<file path="src/rtl/proc_core_mc.sv">
// -----------------------------------------------------------------------------
// proc_core_mc -- parametrised multi-cycle processor core.
//
// Fetches from an external combinational instruction memory, executes on an
// NREG x DATA_W register file, and exchanges data through valid/ready
// handshaked input and output ports. A halted core stays stopped until reset.
//
// Optional feature macro: PROC_CARRY_EN
//   defined   : carry flag, ADD/SUB/SHL update it, op D = ADC, op E = BC
//   undefined : no flag logic, ops D and E behave as NOP
//
// Ports:
//   clk        in   rising-edge clock
//   rst_n      in   asynchronous active-low reset
//   imem_addr  out  instruction address (the program counter)
//   imem_data  in   instruction word read combinationally at imem_addr
//   in_data    in   input port data
//   in_valid   in   input data available
//   in_ready   out  core waiting for input (only while in WAIT_IN)
//   out_data   out  registered output port data
//   out_valid  out  out_data pending
//   out_ready  in   consumer accepts out_data
//   halted     out  core stopped by HALT
// -----------------------------------------------------------------------------
module proc_core_mc #(
    parameter int DATA_W = 8,
    parameter int NREG   = 4,
    parameter int PC_W   = 8,
    parameter int IMEM_W = 8
) (
    input  logic              clk,
    input  logic              rst_n,
    output logic [PC_W-1:0]   imem_addr,
    input  logic [IMEM_W-1:0] imem_data,
    input  logic [DATA_W-1:0] in_data,
    input  logic              in_valid,
    output logic              in_ready,
    output logic [DATA_W-1:0] out_data,
    output logic              out_valid,
    input  logic              out_ready,
    output logic              halted
);
    localparam int RA_W = $clog2(NREG);
    localparam logic [PC_W-1:0] PC_ONE = {{(PC_W-1){1'b0}}, 1'b1};

    localparam logic [3:0] OP_ADD  = 4'h1;
    localparam logic [3:0] OP_SUB  = 4'h2;
    localparam logic [3:0] OP_AND  = 4'h3;
    localparam logic [3:0] OP_OR   = 4'h4;
    localparam logic [3:0] OP_XOR  = 4'h5;
    localparam logic [3:0] OP_SHL  = 4'h6;
    localparam logic [3:0] OP_MOV  = 4'h7;
    localparam logic [3:0] OP_IN   = 4'h8;
    localparam logic [3:0] OP_OUT  = 4'h9;
    localparam logic [3:0] OP_BZ   = 4'hA;
    localparam logic [3:0] OP_LDI  = 4'hB;
    localparam logic [3:0] OP_HALT = 4'hC;
`ifdef PROC_CARRY_EN
    localparam logic [3:0] OP_ADC  = 4'hD;
    localparam logic [3:0] OP_BC   = 4'hE;
`endif

    typedef enum logic [2:0] {
        ST_FETCH    = 3'd0,
        ST_EXEC     = 3'd1,
        ST_IMM      = 3'd2,
        ST_WAIT_IN  = 3'd3,
        ST_WAIT_OUT = 3'd4,
        ST_HALT     = 3'd5
    } state_t;

    state_t            state_r, state_nxt_s;
    logic [PC_W-1:0]   pc_r, pc_nxt_s, pc_inc_s, br_tgt_s;
    logic [IMEM_W-1:0] ir_r;
    logic [DATA_W-1:0] regs_r [NREG];
    logic [3:0]        op_s;
    logic [RA_W-1:0]   ra_s, rb_s;
    logic [DATA_W-1:0] a_val_s, b_val_s, imm_s, rf_wd_s, out_data_r;
    logic              ir_ld_s, rf_we_s, out_ld_s;
    logic              out_valid_r, in_ready_r, halted_r;
`ifdef PROC_CARRY_EN
    logic              carry_r, carry_nxt_s;
`endif

    assign op_s     = ir_r[IMEM_W-1 -: 4];
    assign ra_s     = ir_r[IMEM_W-5 -: RA_W];
    assign rb_s     = ir_r[IMEM_W-5-RA_W -: RA_W];
    assign a_val_s  = regs_r[ra_s];
    assign b_val_s  = regs_r[rb_s];
    assign pc_inc_s = pc_r + PC_ONE;

    // Immediate word and branch target are zero-extended or truncated to fit.
    generate
        if (DATA_W > IMEM_W) begin : g_imm_ext
            assign imm_s = {{(DATA_W-IMEM_W){1'b0}}, imem_data};
        end else begin : g_imm_trunc
            assign imm_s = imem_data[DATA_W-1:0];
        end
        if (PC_W > DATA_W) begin : g_tgt_ext
            assign br_tgt_s = {{(PC_W-DATA_W){1'b0}}, b_val_s};
        end else begin : g_tgt_trunc
            assign br_tgt_s = b_val_s[PC_W-1:0];
        end
    endgenerate

    // Next-state, program counter and datapath control decode.
    always_comb begin
        state_nxt_s = state_r;
        pc_nxt_s    = pc_r;
        ir_ld_s     = 1'b0;
        rf_we_s     = 1'b0;
        rf_wd_s     = {DATA_W{1'b0}};
        out_ld_s    = 1'b0;
`ifdef PROC_CARRY_EN
        carry_nxt_s = carry_r;
`endif
        case (state_r)
            ST_FETCH: begin
                ir_ld_s     = 1'b1;
                state_nxt_s = ST_EXEC;
            end
            ST_EXEC: begin
                // Most ops advance and return to fetch; stalls override below.
                pc_nxt_s    = pc_inc_s;
                state_nxt_s = ST_FETCH;
                case (op_s)
                    OP_ADD: begin
                        rf_we_s = 1'b1;
`ifdef PROC_CARRY_EN
                        {carry_nxt_s, rf_wd_s} = {1'b0, a_val_s} + {1'b0, b_val_s};
`else
                        rf_wd_s = a_val_s + b_val_s;
`endif
                    end
                    OP_SUB: begin
                        rf_we_s = 1'b1;
                        rf_wd_s = a_val_s - b_val_s;
`ifdef PROC_CARRY_EN
                        carry_nxt_s = (a_val_s < b_val_s);
`endif
                    end
                    OP_AND: begin
                        rf_we_s = 1'b1;
                        rf_wd_s = a_val_s & b_val_s;
                    end
                    OP_OR: begin
                        rf_we_s = 1'b1;
                        rf_wd_s = a_val_s | b_val_s;
                    end
                    OP_XOR: begin
                        rf_we_s = 1'b1;
                        rf_wd_s = a_val_s ^ b_val_s;
                    end
                    OP_SHL: begin
                        rf_we_s = 1'b1;
                        rf_wd_s = {a_val_s[DATA_W-2:0], 1'b0};
`ifdef PROC_CARRY_EN
                        carry_nxt_s = a_val_s[DATA_W-1];
`endif
                    end
                    OP_MOV: begin
                        rf_we_s = 1'b1;
                        rf_wd_s = b_val_s;
                    end
                    OP_IN: begin
                        pc_nxt_s    = pc_r;
                        state_nxt_s = ST_WAIT_IN;
                    end
                    OP_OUT: begin
                        // Load now if the output slot is free or draining this cycle.
                        if (!out_valid_r || out_ready) begin
                            out_ld_s = 1'b1;
                        end else begin
                            pc_nxt_s    = pc_r;
                            state_nxt_s = ST_WAIT_OUT;
                        end
                    end
                    OP_BZ: begin
                        if (a_val_s == {DATA_W{1'b0}}) begin
                            pc_nxt_s = br_tgt_s;
                        end else begin
                            pc_nxt_s = pc_inc_s;
                        end
                    end
                    OP_LDI: begin
                        state_nxt_s = ST_IMM;
                    end
                    OP_HALT: begin
                        pc_nxt_s    = pc_r;
                        state_nxt_s = ST_HALT;
                    end
`ifdef PROC_CARRY_EN
                    OP_ADC: begin
                        rf_we_s = 1'b1;
                        {carry_nxt_s, rf_wd_s} = {1'b0, a_val_s} + {1'b0, b_val_s}
                                               + {{DATA_W{1'b0}}, carry_r};
                    end
                    OP_BC: begin
                        if (carry_r) begin
                            pc_nxt_s = br_tgt_s;
                        end else begin
                            pc_nxt_s = pc_inc_s;
                        end
                    end
`endif
                    default: rf_we_s = 1'b0;
                endcase
            end
            ST_IMM: begin
                rf_we_s     = 1'b1;
                rf_wd_s     = imm_s;
                pc_nxt_s    = pc_inc_s;
                state_nxt_s = ST_FETCH;
            end
            ST_WAIT_IN: begin
                if (in_valid) begin
                    rf_we_s     = 1'b1;
                    rf_wd_s     = in_data;
                    pc_nxt_s    = pc_inc_s;
                    state_nxt_s = ST_FETCH;
                end else begin
                    state_nxt_s = ST_WAIT_IN;
                end
            end
            ST_WAIT_OUT: begin
                if (!out_valid_r || out_ready) begin
                    out_ld_s    = 1'b1;
                    pc_nxt_s    = pc_inc_s;
                    state_nxt_s = ST_FETCH;
                end else begin
                    state_nxt_s = ST_WAIT_OUT;
                end
            end
            ST_HALT:  state_nxt_s = ST_HALT;
            default:  state_nxt_s = ST_FETCH;
        endcase
    end

    // Control state, pc, instruction register and status flags.
    always_ff @(posedge clk or negedge rst_n) begin
        if (!rst_n) begin
            state_r    <= ST_FETCH;
            pc_r       <= {PC_W{1'b0}};
            ir_r       <= {IMEM_W{1'b0}};
            in_ready_r <= 1'b0;
            halted_r   <= 1'b0;
        end else begin
            state_r    <= state_nxt_s;
            pc_r       <= pc_nxt_s;
            if (ir_ld_s) begin
                ir_r <= imem_data;
            end
            // Flags follow the state being entered so they line up with it.
            in_ready_r <= (state_nxt_s == ST_WAIT_IN);
            halted_r   <= (state_nxt_s == ST_HALT);
        end
    end

    // Register file write port.
    always_ff @(posedge clk or negedge rst_n) begin
        if (!rst_n) begin
            for (int i = 0; i < NREG; i++) begin
                regs_r[i] <= {DATA_W{1'b0}};
            end
        end else if (rf_we_s) begin
            regs_r[ra_s] <= rf_wd_s;
        end
    end

    // Output port: a new load wins over a simultaneous drain.
    always_ff @(posedge clk or negedge rst_n) begin
        if (!rst_n) begin
            out_data_r  <= {DATA_W{1'b0}};
            out_valid_r <= 1'b0;
        end else if (out_ld_s) begin
            out_data_r  <= a_val_s;
            out_valid_r <= 1'b1;
        end else if (out_ready) begin
            out_valid_r <= 1'b0;
        end
    end

`ifdef PROC_CARRY_EN
    // Carry flag.
    always_ff @(posedge clk or negedge rst_n) begin
        if (!rst_n) begin
            carry_r <= 1'b0;
        end else begin
            carry_r <= carry_nxt_s;
        end
    end
`endif

    assign imem_addr = pc_r;
    assign in_ready  = in_ready_r;
    assign out_data  = out_data_r;
    assign out_valid = out_valid_r;
    assign halted    = halted_r;

endmodule

</file>
<file path="config.mk">
export PLATFORM = sky130hd
export DESIGN_NAME = proc_core_mc
export DESIGN_NICKNAME = d
export VERILOG_FILES = /design/src/rtl/proc_core_mc.sv
export SDC_FILE = /design/constraint.sdc
export NUM_CORES = 1
export LEC_CHECK = 0
export CORE_AREA = 8 8 125 127
export DETAILED_ROUTE_END_ITERATION = 8
export DIE_AREA = 0 0 133 135
export DONT_BUFFER_PORTS = 1
export GPL_ROUTABILITY_DRIVEN = 0
export MAX_ROUTING_LAYER = met4
export SLEW_MARGIN = 10
export SYNTH_ARGS = -nofsm -noshare
export SYNTH_HDL_FRONTEND = slang
export SYNTH_SLANG_ARGS = --single-unit
</file>
<file path="constraint.sdc">
create_clock -name clk -period 5 [get_ports clk]
set_input_delay 0.25 -clock clk [delete_from_list [all_inputs] [get_ports clk]]
set_output_delay 0.25 -clock clk [all_outputs]
set_load 0.02 [all_outputs]
</file>
# [Word level (Yosys, flattened, before mapping)]
# Index checks and enable logic that the tools add are counted.
[word_totals] output_inout_bits=19 ff_bits=62
[classes] add_sub_neg=3 eq_ne=21 magnitude_cmp=3 n_mux=30 n_reduce_logical=10 n_bitwise=5
[op_table] cell="$mux 8" count=9
[op_table] cell="$pmux 8 s7" count=1
[op_table] cell="$pmux 8 s3" count=2
[op_table] cell="$bmux 8 s2" count=2
[op_table] cell="$bwmux 32" count=1
[op_table] cell="$pmux 8 s4" count=1
[op_table] cell="$eq 4x4->1 const B" count=5
[op_table] cell="$demux 8 s2" count=1
[op_table] cell="$eq 4x3->1 const B" count=4
[op_table] cell="$pmux 3 s5" count=1
[op_table] cell="$pmux 3 s4" count=1
[op_table] cell="$eq 3x2->1 const B" count=3
[op_table] cell="$eq 3x3->1 const B" count=3
[op_table] cell="$add 8x1->8 const B" count=1
[op_table] cell="$add 8x8->8" count=1
[op_table] cell="$and 8x8->8" count=1
[op_table] cell="$eq 4x2->1 const B" count=2
[op_table] cell="$logic_not 8->1" count=1
[op_table] cell="$or 8x8->8" count=1
[op_table] cell="$sub 8x8->8" count=1
[op_table] cell="$xor 8x8->8" count=1
[op_table] cell="$mux 1" count=7
[op_table] cell="$reduce_or 7->1" count=1
[op_table] cell="$ge 3x3->1 const B" count=2
[op_table] cell="other kinds (17)" count=19

# [Logic depth before layout (Yosys ltp)]
# Gate-level depths: netlist of run 1.
[depth] ltp_word=8 depth_mapped=15

# [Worst setup path before layout of run 1]
# OpenSTA, ideal clock, no wires.
[synth_timing] path_kind="reg-to-reg" start="register ir_r[0]" end="register regs_r[7] in the netlist's numbering" stages_incl_launch_ff=16 setup_time_ps=128 arrival_time_ps=3451 path_slack_ps=1422 path_cell_list="dfrtp_1 -> buf_4 -> mux4_2 -> inv_1 -> ha_1 -> mux2_2 -> inv_1 -> ha_1 -> nor2b_1 -> o211ai_1 -> nand3_1 -> o22a_1 -> xnor2_1 -> a2111oi_0 -> a31oi_1 -> mux2_1"
[synth_between] elab_chain_len=8 elab_cells_between_ends=12
[synth_lines] element="from (decl)" line_no="74" rtl="logic [IMEM_W-1:0] ir_r;"
[synth_lines] element="from (signal assigned)" line_no="244" rtl="ir_r <= {IMEM_W{1'b0}};"
[synth_lines] element="from (signal assigned)" line_no="251" rtl="ir_r <= imem_data;"
[synth_lines] element="$not 2->3 (implied by the code) *" line_no="89" rtl="assign b_val_s = regs_r[rb_s];"
[synth_lines] element="$bmux 8 s2 *" line_no="89"
[synth_lines] element="$mux 8 (implied by the code) * (2 in a row)" line_no="89"
[synth_lines] element="$sub 8x8->8, or another cell as far along" line_no="137" rtl="rf_wd_s = a_val_s - b_val_s;"
[synth_lines] element="$pmux 8 s7 *" line_no="126" rtl="case (op_s)"
[synth_lines] element="$pmux 8 s3 *" line_no="117" rtl="case (state_r)"
[synth_lines] element="$bwmux 32 *" line_no="266" rtl="regs_r[ra_s] <= rf_wd_s;"
[synth_lines] element="to (signal, indexed assignment)" line_no="263" rtl="regs_r[i] <= {DATA_W{1'b0}};"
[synth_lines] element="to (signal, indexed assignment)" line_no="266"
[synth_lines] element="to (decl)" line_no="75" rtl="logic [DATA_W-1:0] regs_r [NREG];"
# Mark *: on every way between the ends. The rest lies on a longest branch, timed or not. The select of a mux whose other input is x is not followed.
# A chain may end at the register's enable or synchronous reset.

# [Worst setup path in the final report of run 1]
# Ends and elaborated chain as after synthesis.

==> impl_metrics.toml, run 1 <==
[cells_and_area]
drive_gt1_share_pct = 17.3
layout_common_cells = "dfrtp_1, mux2_2, a21oi_1, nor2_1, nand2_1"
layout_commonest_cell = "dfrtp_1"
instances_no_fill = 679
area_growth_pct = 9.21
n_fill_cell = 1328
utilization_pct = 38.5
nNetsFinal = 538

[detailed_routing]
vias = 3966
dr.pass1.iters = 5
wl_per_cell_um = 19.6
ant_nets = 0
wl_um = 13300
drc = 0
drtIter0Drc = 324
routed_via_density = 5.84

[clock_tree]
clkLatencyLatePin_ns = 0.34
cts_tree = "built"
cts.clk_slew.worst_paths_ns = 0.05
clkSinkCount = 62
cts_made_buffers = 9
clk_path_buf_depth = 2
cts_resized = 0
holdBufCountCts = 2
cts_setup_buffers = 0
htreeDepth = 3
root_buffer = "clkbuf_16"

[floorplan]
fp.dieArea_um2 = 18000
rows = 43
dieHeight_um = 135
die_w_um = 133
io_pins = 39
initial_core_util_pct = 35.2
fp.coreArea_um2 = 13600

[setup_path]
cp_max_fo = 9
startpoint_type = "register"
ff2ff_setup_slack_ns = 0.89
end_kind = "register"
cp.required_ns = 5.22
r2r_cells = 14
cp_data_arrival_time_ns = 4.32
critical_path_class = "register to register"

[timing]
rsz0062_at_grt = "false"
fin_crit_sh_pct = 82.1
min_period_ns = 4.11
fin_setup_tns_ns = 0
max_freq_mhz = 244
maxSlewHeadroom_pct = 37.0
slew_violations = 0
clock_skew_ns = 0.00801
setup_viol = 0
worstMarginPinSlew_ns = 0.935
hold_viol = 0

[logic_synthesis]
synth_flop_cell = "dfrtp_1"
synth_edf_count = 0
muxShareOfSynthArea_pct = 19.7
synth_xor_area_share_pct = 1.83
synthSimpleGateAreaFrac_pct = 16.8
synthAdderAreaFrac_pct = 6.94
synth_top_family_by_area = "multiplexers"
synth_seq_cells = 62
netlist_area_um2 = 4790
synth.distinct_cells = 62
yosys_warnings = 0
avgSynthCellArea_um2 = 9.49
syn_inst = 505
syn-num-nets = 551
yosysSeqAreaShare_pct = 32.4
async_reset_ff_share_pct = 100
synth-compound-area-share_pct = 18.0

[worst_hold_path]
hp-class = "input pin to register"
hold_path_depth = 2

[status]
status = "complete, no violations"

[grt]
track_usage_pct = 15.5
grt_max_degree = 63
grt_pass1_wl_um = 21600
antenna_found_initial = 2
grt_pass1_vias = 3996
overflow = 0

[placed_design]
dpl.cell_count = 659
dp_hpwl_um = 10100
numPortBuffers = 0

[run]
maxCapViolCount = 0
==> final timing paths <==
path | startpoint | end
max | ir_r[0] | regs_r[7]
max in group asynchronous | rst_n | ir_r[4]
min in group asynchronous | rst_n | regs_r[3]
min | imem_data[7] | ir_r[7]
max reg2reg | ir_r[0] | regs_r[7]
min reg2reg | regs_r[4] | regs_r[4]
==> stage by stage <==
stage / hold WS [ns] / worst slack (ns) / instance area [um^2]
after global placement: -0.0412 / 1.00 / 4920
after CTS: 0.0163 / 0.859 / 5230
after floorplan: -0.0456 / 1.42 / 4790
after global routing: 0.0397 / 0.573 / 5240
final: 0.0295 / 0.895 / 5240
after detailed placement: -0.0410 / 0.885 / 4920
==> kinds of logic after synthesis <==
group / count (synthesis)
fa+ha+maj: 26
simple gates: 155
buf+inv: 52
flops: 62
compound gates: 133
xor+xnor: 10
mux: 67
==> cell type report <==
type | instances | area (um^2) | share of cell area (%)
diodes | 2 | 5.00 | 0.0956
clock buffers | 13 | 250 | 4.78
clock inverters | 3 | 20.0 | 0.382
inverters | 23 | 86.3 | 1.65
multi-input cells | 391 | 3040 | 58.0
flip-flops and latches | 62 | 1550 | 29.6
well taps | 180 | 225 | 4.30
repair buffers | 5 | 60.1 | 1.15
==> synthesized netlist by cell type, types with 2 or more instances <==
cell type  instances  area [um^2]
dfrtp_1           62         1550
mux2_2            47          529
a21oi_1           39          195
nor2_1            37          139
nand2_1           33          124
o21ai_0           27          135
ha_1              25          313
inv_1             23         86.3
clkbuf_1          20         75.1
nor2b_1           15         93.8
nor3_1            15         75.1
mux4_2            13          293
nand3_1           12         60.1
and3_1            11         68.8
nand2b_1          11         68.8
o22ai_1            9         56.3
xnor2_1            8         70.1
a221oi_1           7         61.3
a22oi_1            6         45.0
a31oi_1            6         37.5
a211oi_1           5         37.5
or3_1              5         31.3
buf_1              4         15.0
o211ai_1           4         30.0
o31ai_1            4         30.0
a22o_1             3         26.3
mux2i_1            3         30.0
mux4_1             3         78.8
o21a_1             3         22.5
or2_2              3         18.8
a2111oi_0          2         17.5
a21boi_0           2         15.0
and2_1             2         12.5
clkbuf_2           2         10.0
nand3b_1           2         15.0
nor3b_1            2         15.0
nor4_4             2         42.5
o221ai_1           2         17.5
o32a_1             2         20.0
xor2_1             2         17.5
==> worst max-delay path: stages, from the launching register on <==
cell,delay (ns)
dfrtp_1,0.65
mux4_2,0.64
inv_1,0.13
ha_1,0.23
mux2_2,0.29
inv_1,0.07
ha_1,0.21
nor2b_1,0.14
o211ai_1,0.20
nand3_1,0.14
o22a_1,0.20
xnor2_1,0.15
a2111oi_0,0.40
a31oi_1,0.20
mux2_1,0.33
==> layer usage <==
metal	vias up	share of wire, %	GRT usage (%)
met1	1984	44	18.0
met4	0	2.9	7.95
li1	1854	-	-
met3	27	5.2	4.01
met5	-	0	-
met2	101	48	24.5
==> state kept, by name, summed over array words and instances (netlist names) <==
name,cells
ir_r,8
out_data,8
state_r,3
halted,1
regs_r,32
out_valid,1
in_ready,1
imem_addr,8
Power of run 1 is left out: the tool's default activity adds up to more than one toggle a clock period on the data nets, which glitch-free logic cannot reach.
==> inputs of run 2 (changes only) <==
clock period = 3.9 ns   (was 5 ns; I/O delays follow)
==> impl_metrics.toml, run 2 (synthesis gave the netlist of run 1 again) <==
[status]
status = "complete, no violations"

[placed_design]
dpl.cell_count = 669
dp_hpwl_um = 10300
numPortBuffers = 0

[clock_tree]
clkLatencyLatePin_ns = 0.34
root_buffer = "clkbuf_16"
cts_made_buffers = 9
cts_tree = "built"
htreeDepth = 3
clk_path_buf_depth = 2
clkSinkCount = 62
cts.clk_slew.worst_paths_ns = 0.05

[setup_path]
critical_path.slowest_cell = "mux4_1"
max_stage_delay_ns = 0.85
startpoint = "ir_r[2]"
r2r_start = "ir_r[2]"
critical_path_class = "register to register"
reg2reg_to = "regs_r[23]"
startpoint_type = "register"
cp.required_ns = 4.18
cp.buffers_inverters = 0
ff2ff_setup_slack_ns = 0.21
crit_path_end = "regs_r[23]"
cpLargestDelayFamily = "multiplexers"
cp_max_fo = 13
r2r_cells = 9
end_kind = "register"
path_depth = 9
cp_data_arrival_time_ns = 3.97
crit_chain = "mux4_1 > ha_1 > o211ai_1 > nand3_1 > o22a_1 > xnor2_1 > or4_1 > a31oi_2 > mux2_2"

[timing]
min_period_ns = 3.69
hold_viol = 0
max_freq_mhz = 271
holdWs_ns = 0.00861
slew_violations = 0
clock_skew_ns = 0.00842
setup_viol = 0
fin_crit_sh_pct = 94.7
worstMarginPinSlew_ns = 0.901
maxSlewHeadroom_pct = 39.3
rsz0062_at_grt = "false"

[detailed_routing]
wl_um = 13700
ant_nets = 0
dr.pass1.iters = 5
drc = 0
vias = 4080
routed_via_density = 5.87
wl_per_cell_um = 19.7
drtIter0Drc = 381

[grt]
grt_pass1_wl_um = 22400
track_usage_pct = 16.1
grt_max_degree = 63
grt_pass1_vias = 4042
overflow = 0
antenna_found_initial = 2

[cells_and_area]
drive_gt1_share_pct = 20.3
area_growth_pct = 12.7
layout_common_cells = "dfrtp_1, mux2_2, a21oi_1, nor2_1, nand2_1"
layout_commonest_cell = "dfrtp_1"
regMostFlops = "regs_r"
largest_reg_flops = 32
instances_no_fill = 695
nNetsFinal = 554

[floorplan]
fp.dieArea_um2 = 18000
fp.coreArea_um2 = 13600
die_w_um = 133
rows = 43
io_pins = 39
dieHeight_um = 135
initial_core_util_pct = 35.2

[worst_hold_path]
hp-class = "input pin to register"

[run]
maxCapViolCount = 0
-- run 2: repair_timing --
item | in CTS | in global routing
hold endpoints to repair | 64 | 1
pin swaps | 0 | 1
buffers inserted | 0 | 3
hold buffers | 4 | 1
setup endpoints to repair | 4 | 8
gates resized for setup | 1 | 5
-- run 2: worst min path at each step --
stage,start,endpoint,slack (ns),cells past startpoint
3_3_place_gp,rst_n,regs_r[27],-0.1,0
3_5_place_dp,rst_n,regs_r[27],-0.1,0
2_1_floorplan,rst_n,halted,-0.10,0
5_1_grt,imem_data[0],ir_r[0],0.003,1
4_1_cts,imem_data[6],ir_r[6],0.00002,1
6_report,imem_data[1],ir_r[1],0.009,1
-- run 2: layer usage --
metal,wire length [um],track usage [%],share of wire [%]
met2,6560,25.0,48
met5,0,-,0
met3,794,4.16,5.8
met1,5880,19.2,43
met4,457,7.32,3.3
-- run 2: final cells by class --
type	count	area (um^2)
Antenna cell	2	5.00
Clock buffer	10	229
Clock inverter	6	62.6
Fill cell	1329	8210
Inverter	23	86.3
Multi-Input combinational cell	391	3050
Sequential cell	62	1550
Tap cell	180	225
Timing Repair Buffer	21	191
-- run 2: through the flow --
step           cell area [um^2]  utilization, %  setup WS [ns]  setup TNS (ns)
2_1_floorplan              4790               -          0.322               0
3_3_place_gp               4990            36.7          0.151               0
3_5_place_dp               4990            36.7        -0.0179         -0.0410
4_1_cts                    5350            39.3        0.00539               0
5_1_grt                    5400            39.7         0.0183               0
6_report                   5400            39.7          0.207               0
Power of run 2 is left out for the same reason.
==> inputs of run 3 (changes only) <==
clock period = 3.35 ns   (was 3.9 ns; I/O delays follow)
==> impl_metrics.toml, run 3 (synthesis gave the netlist of run 1 again) <==
[setup_path]
critical_path_class = "register to register"
startpoint_type = "register"
cp_data_arrival_time_ns = 3.87
end_kind = "register"
cp.required_ns = 3.57
cp_max_fo = 4

[grt]
grt_pass1_wl_um = 22500
track_usage_pct = 16.3
antenna_found_initial = 0
grt_pass1_vias = 4107
grt_max_degree = 63
overflow = 0

[timing]
fin_crit_sh_pct = 109
hold_viol = 0
holdWs_ns = 0.206
worstMarginPinSlew_ns = 0.918
rsz0062_at_grt = "true"
max_freq_mhz = 274
maxSlewHeadroom_pct = 38.2
min_period_ns = 3.65
slew_violations = 0
setup_ws_ns = -0.299
clock_skew_ns = 0.00679
setup_viol = 28

[cells_and_area]
n_fill_cell = 1321
multiInputGateArea_um2 = 3280
finalInstanceArea_um2 = 5960
area_growth_pct = 24.4
seqCellArea_um2 = 1550
nNetsFinal = 596
layout_commonest_cell = "dfrtp_1"
drive_gt1_share_pct = 30.5
antennaDiodeCount = 0
largest_reg_flops = 32
regMostFlops = "regs_r"
layout_common_cells = "dfrtp_1, buf_4, mux2_2, a21oi_1, nor2_1"

[clock_tree]
clkLatencyLatePin_ns = 0.34
cts_tree = "built"
htreeDepth = 3
cts_made_buffers = 9
root_buffer = "clkbuf_16"
cts.clk_slew.worst_paths_ns = 0.05
clk_path_buf_depth = 2
clkSinkCount = 62

[detailed_routing]
vias = 4201
dr.pass1.iters = 5
wl_per_cell_um = 19.4
wl_um = 14200
ant_nets = 0
drtIter0Drc = 416
routed_via_density = 5.72
drc = 0

[placed_design]
numPortBuffers = 0
dp_hpwl_um = 10500
dpl-instance-area_um2 = 5260

[floorplan]
fp.dieArea_um2 = 18000
rows = 43
dieHeight_um = 135
fp.coreArea_um2 = 13600
io_pins = 39
initial_core_util_pct = 35.2
die_w_um = 133

[run]
maxCapViolCount = 0

[status]
violations = "setup timing"
status = "finished, violations left"

[worst_hold_path]
hp-class = "input pin to register"
## run 3: cell count changes in the layout (fill, tap and decap cells not counted), moves of 3 or more
cell | previous run | this run
buf_4 | 15 | 48
dlygate4sd3_1 | 4 | 9
inv_1 | 23 | 20
o22ai_1 | 9 | 4
mux2_2 | 47 | 37
o22ai_2 | 0 | 5
a21oi_1 | 39 | 36
mux2_4 | 0 | 11
inv_2 | 0 | 3
buf_6 | 1 | 4
## run 3: layer usage
metal / up-vias / GRT usage (%) / routed length (um)
met4: 0 / 5.62 / 244
met5: - / - / 0
met1: 2101 / 19.2 / 6250
li1: 1976 / - / -
met3: 19 / 3.49 / 607
met2: 105 / 27.1 / 7120
## run 3: per-stage QoR
| stage | util [%] | std cells | worst slack, ns | TNS, ns |
|---|---|---|---|---|
| 6_report | 43.8 | 734 | -0.299 | -5.76 |
| 5_1_grt | 43.8 | 734 | -0.463 | -9.51 |
| 3_3_place_gp | 38.6 | 701 | -0.217 | -2.77 |
| 2_1_floorplan | - | 505 | -0.187 | -0.722 |
| 3_5_place_dp | 38.6 | 701 | -0.315 | -3.77 |
| 4_1_cts | 42.9 | 731 | -0.250 | -3.35 |
## run 3: timing repair
item,4_1_cts,5_1_grt
cloned,0,0
buffers inserted,5,4
pin swaps,12,13
resized for setup,29,23
hold buffers,10,0
hold endpoints to repair,70,0
setup endpoints to repair,23,28
## run 3: layout make-up
cell class                      instances  share of cell area (%)
Inverter                               23                    1.45
Multi-Input combinational cell        391                    55.0
Tap cell                              180                    3.78
Timing Repair Buffer                   63                    9.11
Clock inverter                          3                   0.336
Sequential cell                        62                    26.0
Clock buffer                           12                    4.30
## run 3: final timing paths
kind | from | slack [ns] | endpoint | depth (start not counted)
worst max-delay path | ir_r[0] | -0.30 | regs_r[10] | 16
worst min-delay path | in_valid | 0.21 | state_r[1] | 3
worst max register to register | ir_r[0] | -0.30 | regs_r[10] | 16
worst min register to register | regs_r[19] | 0.52 | regs_r[19] | 1
max in group asynchronous | rst_n | 2.74 | state_r[0] | 2
min in group asynchronous | rst_n | 0.36 | regs_r[12] | 2
## run 3: worst max-delay path: stages, from the launching register on
cell and delay, ns:
dfrtp_1 0.40, mux4_2 0.55, inv_2 0.10, ha_4 0.20, mux2_4 0.28, buf_4 0.14
buf_6 0.11, fa_2 0.38, nor2b_4 0.14, buf_6 0.11, nor3_4 0.04, a21oi_1 0.12
nor2_1 0.06, a311oi_1 0.26, o22ai_1 0.17, o2bb2ai_2 0.18, mux2_2 0.30
Power of run 3 is left out for the same reason.
